--- src/rtl/alsu_pkg.sv ---
// Shared opcode and FSM state encodings for the sequential ALU/shifter.
package alsu_pkg;

  typedef enum logic [2:0] {
    OP_ADD = 3'd0,
    OP_SUB = 3'd1,
    OP_SHL = 3'd2,
    OP_SHR = 3'd3,
    OP_AND = 3'd4,
    OP_XOR = 3'd5,
    OP_NOT = 3'd6,
    OP_INC = 3'd7
  } op_e;

  typedef enum logic [1:0] {
    IDLE  = 2'd0,
    SHIFT = 2'd1,
    DONE  = 2'd2
  } state_e;

  function automatic logic is_shift(input op_e op);
    return (op == OP_SHL) || (op == OP_SHR);
  endfunction

endpackage

--- src/rtl/alsu_core.sv ---
// Combinational single-cycle datapath: arithmetic/logic result plus z/n/c flags.
module alsu_core
  import alsu_pkg::*;
#(
  parameter int WIDTH = 16
) (
  input  op_e              op,
  input  logic [WIDTH-1:0] a,
  input  logic [WIDTH-1:0] b,
  output logic [WIDTH-1:0] r,
  output logic             z,
  output logic             n,
  output logic             c
);

  logic [WIDTH:0] sum;

  always_comb begin
    sum = '0;
    r   = '0;
    c   = 1'b0;
    case (op)
      OP_ADD: begin
        sum = {1'b0, a} + {1'b0, b};
        r   = sum[WIDTH-1:0];
        c   = sum[WIDTH];
      end
      OP_SUB: begin
        r = a - b;
        c = (a < b);
      end
      OP_INC: begin
        sum = {1'b0, a} + (WIDTH+1)'(1);
        r   = sum[WIDTH-1:0];
        c   = sum[WIDTH];
      end
      OP_AND:  r = a & b;
      OP_XOR:  r = a ^ b;
      OP_NOT:  r = ~a;
      // shifts pass a through so a zero-amount shift completes here with c=0
      default: r = a;
    endcase
  end

  assign z = (r == '0);
  assign n = r[WIDTH-1];

endmodule

--- src/rtl/alsu_seq.sv ---
// Sequential ALU: single-cycle ops via alsu_core, bit-serial logical shifts,
// valid/ready handshake on both sides.
module alsu_seq
  import alsu_pkg::*;
#(
  parameter int WIDTH = 16,
  parameter int SHW   = $clog2(WIDTH)
) (
  input  logic             clk,
  input  logic             rst_n,
  input  logic             in_valid,
  output logic             in_ready,
  input  logic [2:0]       FUNC,
  input  logic [WIDTH-1:0] a,
  input  logic [WIDTH-1:0] b,
  output logic             out_valid,
  input  logic             out_ready,
  output logic [WIDTH-1:0] r,
  output logic             z,
  output logic             n,
  output logic             c
);

  state_e           state;
  op_e              op;
  logic [SHW-1:0]   k;
  logic [SHW-1:0]   cnt;
  logic [WIDTH-1:0] sh;
  logic [WIDTH-1:0] sh_nxt;
  logic             sh_out;
  logic             dir_left;
  logic [WIDTH-1:0] core_r;
  logic             core_z;
  logic             core_n;
  logic             core_c;

  assign op = op_e'(FUNC);
  assign k  = b[SHW-1:0];

  alsu_core #(.WIDTH(WIDTH)) u_core (
    .op (op),
    .a  (a),
    .b  (b),
    .r  (core_r),
    .z  (core_z),
    .n  (core_n),
    .c  (core_c)
  );

  always_comb begin
    sh_nxt = '0;
    sh_out = 1'b0;
    if (dir_left) begin
      sh_nxt = {sh[WIDTH-2:0], 1'b0};
      sh_out = sh[WIDTH-1];
    end else begin
      sh_nxt = {1'b0, sh[WIDTH-1:1]};
      sh_out = sh[0];
    end
  end

  always_ff @(posedge clk or negedge rst_n) begin
    if (!rst_n) begin
      state     <= IDLE;
      in_ready  <= 1'b1;
      out_valid <= 1'b0;
      r         <= '0;
      z         <= 1'b0;
      n         <= 1'b0;
      c         <= 1'b0;
      sh        <= '0;
      cnt       <= '0;
      dir_left  <= 1'b0;
    end else begin
      case (state)
        IDLE: begin
          if (in_valid) begin
            in_ready <= 1'b0;
            if (is_shift(op) && (k != '0)) begin
              sh       <= a;
              cnt      <= k;
              dir_left <= (op == OP_SHL);
              state    <= SHIFT;
            end else begin
              r         <= core_r;
              z         <= core_z;
              n         <= core_n;
              c         <= core_c;
              out_valid <= 1'b1;
              state     <= DONE;
            end
          end
        end
        SHIFT: begin
          // working copy in sh keeps r at the previous result until the last step
          sh  <= sh_nxt;
          cnt <= cnt - SHW'(1);
          if (cnt == SHW'(1)) begin
            r         <= sh_nxt;
            z         <= (sh_nxt == '0);
            n         <= sh_nxt[WIDTH-1];
            c         <= sh_out;
            out_valid <= 1'b1;
            state     <= DONE;
          end
        end
        DONE: begin
          if (out_ready) begin
            out_valid <= 1'b0;
            in_ready  <= 1'b1;
            state     <= IDLE;
          end
        end
        default: begin
          out_valid <= 1'b0;
          in_ready  <= 1'b1;
          state     <= IDLE;
        end
      endcase
    end
  end

endmodule

--- config.mk ---
export PLATFORM = sky130hd
export DESIGN_NAME = alsu_seq
export DESIGN_NICKNAME = d
export VERILOG_FILES = /design/src/rtl/alsu_pkg.sv /design/src/rtl/alsu_core.sv /design/src/rtl/alsu_seq.sv
export SDC_FILE = /design/constraint.sdc
export NUM_CORES = 1
export LEC_CHECK = 0
export CAP_MARGIN = 20
export CELL_PAD_IN_SITES_DETAIL_PLACEMENT = 1
export CELL_PAD_IN_SITES_GLOBAL_PLACEMENT = 2
export CORE_MARGIN = 1
export CORE_UTILIZATION = 35
export CTS_CLUSTER_SIZE = 28
export DETAILED_ROUTE_END_ITERATION = 12
export PLACE_DENSITY = 0.85
export SLEW_MARGIN = 20
export SYNTH_ARGS = -nofsm -noshare
export SYNTH_HDL_FRONTEND = slang
export SYNTH_SLANG_ARGS = --single-unit
--- constraint.sdc ---
create_clock -name clk -period 5.5 [get_ports clk]
set_clock_uncertainty 0.15 [all_clocks]
set_input_delay 1.1 -clock clk [delete_from_list [all_inputs] [get_ports clk]]
set_output_delay 1.1 -clock clk [all_outputs]
set_load 0.01 [all_outputs]
==> After elaboration in Yosys (flattened, before gate mapping) <==
Index checks and enable logic that the tools add are counted.
{ "totals": {"input_bits": 39, "output_inout_bits": 21, "elab_cells": 87, "regBits": 44} }
{ "op_classes": {"mux": 39, "reduce_logical": 14, "n_eq_ne": 15, "n_addsub": 4, "order_cmp": 1, "bitwise_logic": 4} }
{ "ops": {"columns": ["cell", "count"], "rows": [
  ["$mux W16", 6],
  ["$pmux W16 S6", 1],
  ["$pmux W16 S2", 2],
  ["$logic_not A16 Y1", 2],
  ["$add A16 B1 Y17 const B", 1],
  ["$add A16 B16 Y17", 1],
  ["$and A16 B16 Y16", 1],
  ["$lt A16 B16 Y1", 1],
  ["$mux W1", 16],
  ["$not A16 Y16", 1],
  ["$sub A16 B16 Y16", 1],
  ["$xor A16 B16 Y16", 1],
  ["$eq A3 B3 Y1 const B", 4],
  ["$reduce_and A3 Y1", 4],
  ["$ne A2 B2 Y1 const B", 5],
  ["$pmux W1 S3", 3],
  ["$mux W2", 4],
  ["$mux W4", 2],
  ["$pmux W4 S2", 1],
  ["$reduce_and A4 Y1", 2],
  ["$eq A3 B2 Y1 const B", 2],
  ["$pmux W1 S2", 3],
  ["$pmux W2 S3", 1],
  ["$eq A4 B1 Y1 const B", 1],
  ["11 further kinds", 11]
]} }

==> Logic depth before layout (Yosys ltp) <==
{ "logic_depth": {"ltp_word": 6, "depth_mapped": 12, "mapped_depth_nobuf": 12} }

==> Hierarchy <==
Synthesis repeated with hierarchy kept, for this count alone.
{ "hier_totals": {"hier_cells": 665, "area_unflattened_um2": 5021.1} }
{ "modules_own_cells": {"columns": ["module", "cells_each", "n_inst", "area_each_um2"], "rows": [
  ["alsu_core", 408, 1, 2748.9],
  ["alsu_seq", 257, 1, 2272.2]
]} }

==> Least setup slack after synthesis <==
Ideal clock, no wire load.
{ "synth_timing": {"path_kind": "in2reg", "start": "input port a[0]", "end": "register z", "path_slack_ps": 1997, "t_required_ps": 5227, "setup_ps": 123, "path_stages": 12, "n_path_buf": 0, "arrival_ps": 3230, "cell_sequence": "inv_1 -> ha_1 -> fa_1 -> nand2b_1 -> a21o_1 -> a2111o_1 -> nand2_1 -> a21o_1 -> a311oi_1 -> o311a_1 -> o2bb2ai_1 -> nor2_1"} }
{ "synth_via": {"elab_chain_len": 6, "word_cells_on_any_way": 11, "cone_classes": "3 x add/sub; 4 x mux; 3 x bitwise; 1 x reduce/logical"} }
{ "synth_rtl": {"columns": ["element", "line", "rtl"], "rows": [
  ["from (decl)", "alsu_seq.sv:14", "input logic [WIDTH-1:0] a,"],
  ["$add A16 B1 Y17 (tied with other cells)", "alsu_core.sv:33", "sum = {1'b0, a} + (WIDTH+1)'(1);"],
  ["$pmux W16 S6 *", "alsu_core.sv:22", "case (op)"],
  ["$logic_not A16 Y1 *", "alsu_core.sv:45", "assign z = (r == '0);"],
  ["$mux W1 *", "alsu_seq.sv:79", "if (is_shift(op) && (k != '0)) begin"],
  ["$mux W1 *", "alsu_seq.sv:77", "if (in_valid) begin"],
  ["$pmux W1 S2 *", "alsu_seq.sv:75", "case (state)"],
  ["to (signal assigned)", "alsu_seq.sv:86", "z <= core_z;"],
  ["to (signal assigned)", "alsu_seq.sv:100", "z <= (sh_nxt == '0);"],
  ["to (decl)", "alsu_seq.sv:19", "output logic z,"]
]} }
Mark *: on every way between the ends. The rest lies on a longest branch, timed or not. The select of a mux whose other input is x is not followed.
A chain may end at the register's enable or synchronous reset.

==> Worst setup path after layout <==
Same ends and word-level chain as after synthesis.

==> flow_summary.toml <==
[yosys]
synth_xor_area_frac = 0.0247
post_synth.cell_area_avg_um2 = 7.64
syn-cell-area_mm2 = 0.00497
ys_ff_latch = 43
postSynthCellCount = 651
seq_area_frac_synth = 0.217
synthMuxAreaShare = 0.0594
synth_top_family_by_area = "compound AO/OA/AOI/OAI gates"
synth_nets = 728
synth_edf_count = 0
synthSimpleGateAreaFrac = 0.211
ys_types = 81
synthFlopType = "dfrtp_1"
yosys_warnings = 0
synth_compound_area_frac = 0.316
async_reset_ff_frac = 1.00
synthAdderAreaFrac = 0.0986

[global_route]
grt_first_pass_wirelength_mm = 27.9
grt_max_degree = 53
grt_overflow = 0
antenna_found_initial = 0
grt.total_usage = 0.242
grt_pass1_vias = 5089

[drt]
drcViolationCount = 0
num_vias = 5148
antenna_left = 0
detail_route.first_pass.iterations = 5
drt-total-wl_mm = 17.3
wl_per_cell_um = 20.0
vias_per_cell = 5.97
drtIter0Drc = 439

[clock_tree]
clockBufferDepth = 2
clock-sinks = 43
clk_latency_ns = 0.29
path_clk_slew_ns = 0.06
clockRootBuffer = "clkbuf_16"
ctsResizeCount = 0
numCtsBuffers = 5
cts_tree = "done"
ctsHtreeMaxLevel = 2
post_cts_buffers = 0
ctsHoldBuffers = 0

[die]
die_width_um = 121
rows = 43
die_area_mm2 = 0.0147
start_util = 0.358
core_mm2 = 0.0139
pin_count = 60
die_h_um = 121

[timing]
rsz0062_at_grt = "no"
worstMarginPinSlew_ns = 1.01
slew_headroom = 0.324
maxSlewViolCount = 0
period_share = 0.850
timing.fmax_mhz = 214
fin_setup_tns_ns = 0
setup_violations = 0
final_hold_viol_count = 0
period_needed_ns = 4.67

[run_status]
outcome = "finished clean"

[power_and_ir_drop]
comb_power_share = 0.510
p_int_uw = 1130
power.share.sequential = 0.313
p_sw_uw = 792
clockPowerShare = 0.177
power.leakage_uw = 0.00241
ir_worst_vdd_mv = 0.134
power_switching_share = 0.413
powerDensity_mw_per_mm2 = 329

[critical_path]
crit_buf_inv = 2
arrival_ns = 4.70
path_depth = 13
cp_cell_sequence = "clkdlybuf4s50_1 -> inv_1 -> ha_1 -> fa_1 -> nand2b_1 -> a21o_1 -> a21oi_1 -> o41ai_1 -> o21a_1 -> o311ai_0 -> nor4b_2 -> a41oi_1 -> nor2_1"
cp-end-kind = "register"
reg2regPathDepth = 12
slowest_stage = "o311ai_0"
path_max_fanout = 8
cpPeakStageDelay_ns = 0.76
critPathKind = "primary input to register"
cp_top_family = "compound AO/OA/AOI/OAI gates"
required_ns = 5.52
startpoint_type = "primary input"

[placed_design]
dp_hpwl_mm = 13.2
post_dp_cell_area_mm2 = 0.00565
io_buffers = 59
gp_congestion = 0.841

[run]
cap_viol_max_count = 0

[layout]
nNetsFinal = 758
fin_area_mm2 = 0.00583
drive_gt1_frac = 0.0674
fillCellCount = 1700
area.growth.synth_to_final_pct = 17.3
insertedDiodeCount = 0

[min_path]
min_path_type = "register to register"
holdPathStages = 2
worst register-to-register path, delay by kind of cell, from the launching register on:
kind / cells / cell delay, ns
AOI/OAI and AO/OA: 3 / 0.48
buffers and inverters: 2 / 0.31
and+or+nand+nor: 6 / 1.03
adders and majority gates: 1 / 0.13
DFF: 1 / 0.39
registers in the layout, summed over array words and instances, names as in the netlist:
register / cells
state: 2
z: 1
in_ready: 1
sh: 16
out_valid: 1
cnt: 4
c: 1
r: 16
dir_left: 1
layout make-up:
| type | count | area, um^2 | area share |
|---|---|---|---|
| Multi-Input combinational cell | 518 | 3530 | 0.605 |
| Sequential cell | 43 | 1080 | 0.185 |
| Timing Repair Buffer | 70 | 676 | 0.116 |
| Tap cell | 180 | 225 | 0.0386 |
| Inverter | 43 | 161 | 0.0277 |
| Clock buffer | 7 | 133 | 0.0227 |
| Clock inverter | 1 | 30.0 | 0.00515 |
cell families (layout without fill, tap and decap cells):
group / Yosys count / in the layout
XOR/XNOR: 14 / 14
adder cells (fa/ha/maj): 38 / 38
flip-flops: 43 / 43
multiplexers: 29 / 29
AND/OR/NAND/NOR: 210 / 210
AO/OA/AOI/OAI: 227 / 227
buffers and inverters: 90 / 121
cell usage after synthesis, drive strengths merged (6+ instances only):
master	n	area, um^2
o31ai	6	45.0
nor4	7	62.6
a31oi	13	81.3
nor3	13	65.1
o21a	7	52.6
a21o	8	60.1
xnor2	13	114
mux2i	25	250
nand3	13	65.1
nand2b	13	83.8
nor2b	10	62.6
a211oi	8	65.1
nor2	62	233
a221o	15	150
inv	42	158
nand2	54	203
ha	36	450
nor3b	6	45.0
a21oi	59	303
clkbuf	28	106
or3	7	48.8
dfrtp	42	1050
and3	8	50.1
o21ai	51	255
buf	19	98.8
worst paths after layout:
path | to | slack, ns | startpoint
min | r[1] | 0.32 | r[1]
max | z | 0.83 | a[0]
min reg2reg | r[1] | 0.32 | r[1]
min in group asynchronous | out_valid | 0.54 | rst_n
max in group asynchronous | dir_left | 4.19 | rst_n
max reg2reg | z | 2.95 | cnt[1]
metal layers:
layer | vias up | track usage | routed length [um]
met1 | 2551 | 0.347 | 8390
met5 | - | 0 | 0
met4 | 0 | 0.0502 | 233
met3 | 17 | 0.0188 | 655
met2 | 132 | 0.397 | 7970
li1 | 2448 | - | -
cells in the final DEF (no fill, tap or decap), types with 5 or more instances in the layout:
cell,netlist,routed
mux2i_1,25,25
clkbuf_16,0,5
nor3b_1,6,6
a221o_1,15,15
o21ai_0,48,48
nand2_1,54,54
buf_4,1,10
dfrtp_1,42,42
inv_1,40,40
o21a_1,7,7
nor2_1,62,62
nor3_1,13,13
nor2b_1,10,9
xnor2_1,13,13
a31oi_1,13,13
nand3_1,13,13
clkdlybuf4s50_1,0,57
a21o_1,8,8
a41oi_1,5,5
ha_1,36,36
nand4_1,5,5
a211oi_1,7,7
a21oi_1,57,57
o31ai_1,6,6
or3_1,6,6
and3_1,8,8
nand2b_1,12,12
power by group through the flow:
| stage | logic [uW] | registers (uW) | clock network (uW) |
|---|---|---|---|
| after detailed placement | 969 | 604 | 0 |
| after global routing | 1080 | 621 | 354 |
| after floorplan | 608 | 580 | 0 |
| after global placement | 940 | 594 | 0 |
| final | 978 | 600 | 339 |
| after CTS | 977 | 599 | 342 |
through the flow:
stage	std cells	util	hold WS [ns]	power [uW]	setup slack, ns
after floorplan	651	-	0.315	1190	2.00
after global placement	853	0.407	0.300	1530	0.678
after detailed placement	853	0.407	0.310	1570	0.627
after CTS	861	0.419	0.324	1920	0.916
after global routing	862	0.420	0.365	2050	0.677
final	862	0.420	0.316	1920	0.826
Note: power is estimated with default switching activity, not from simulation.
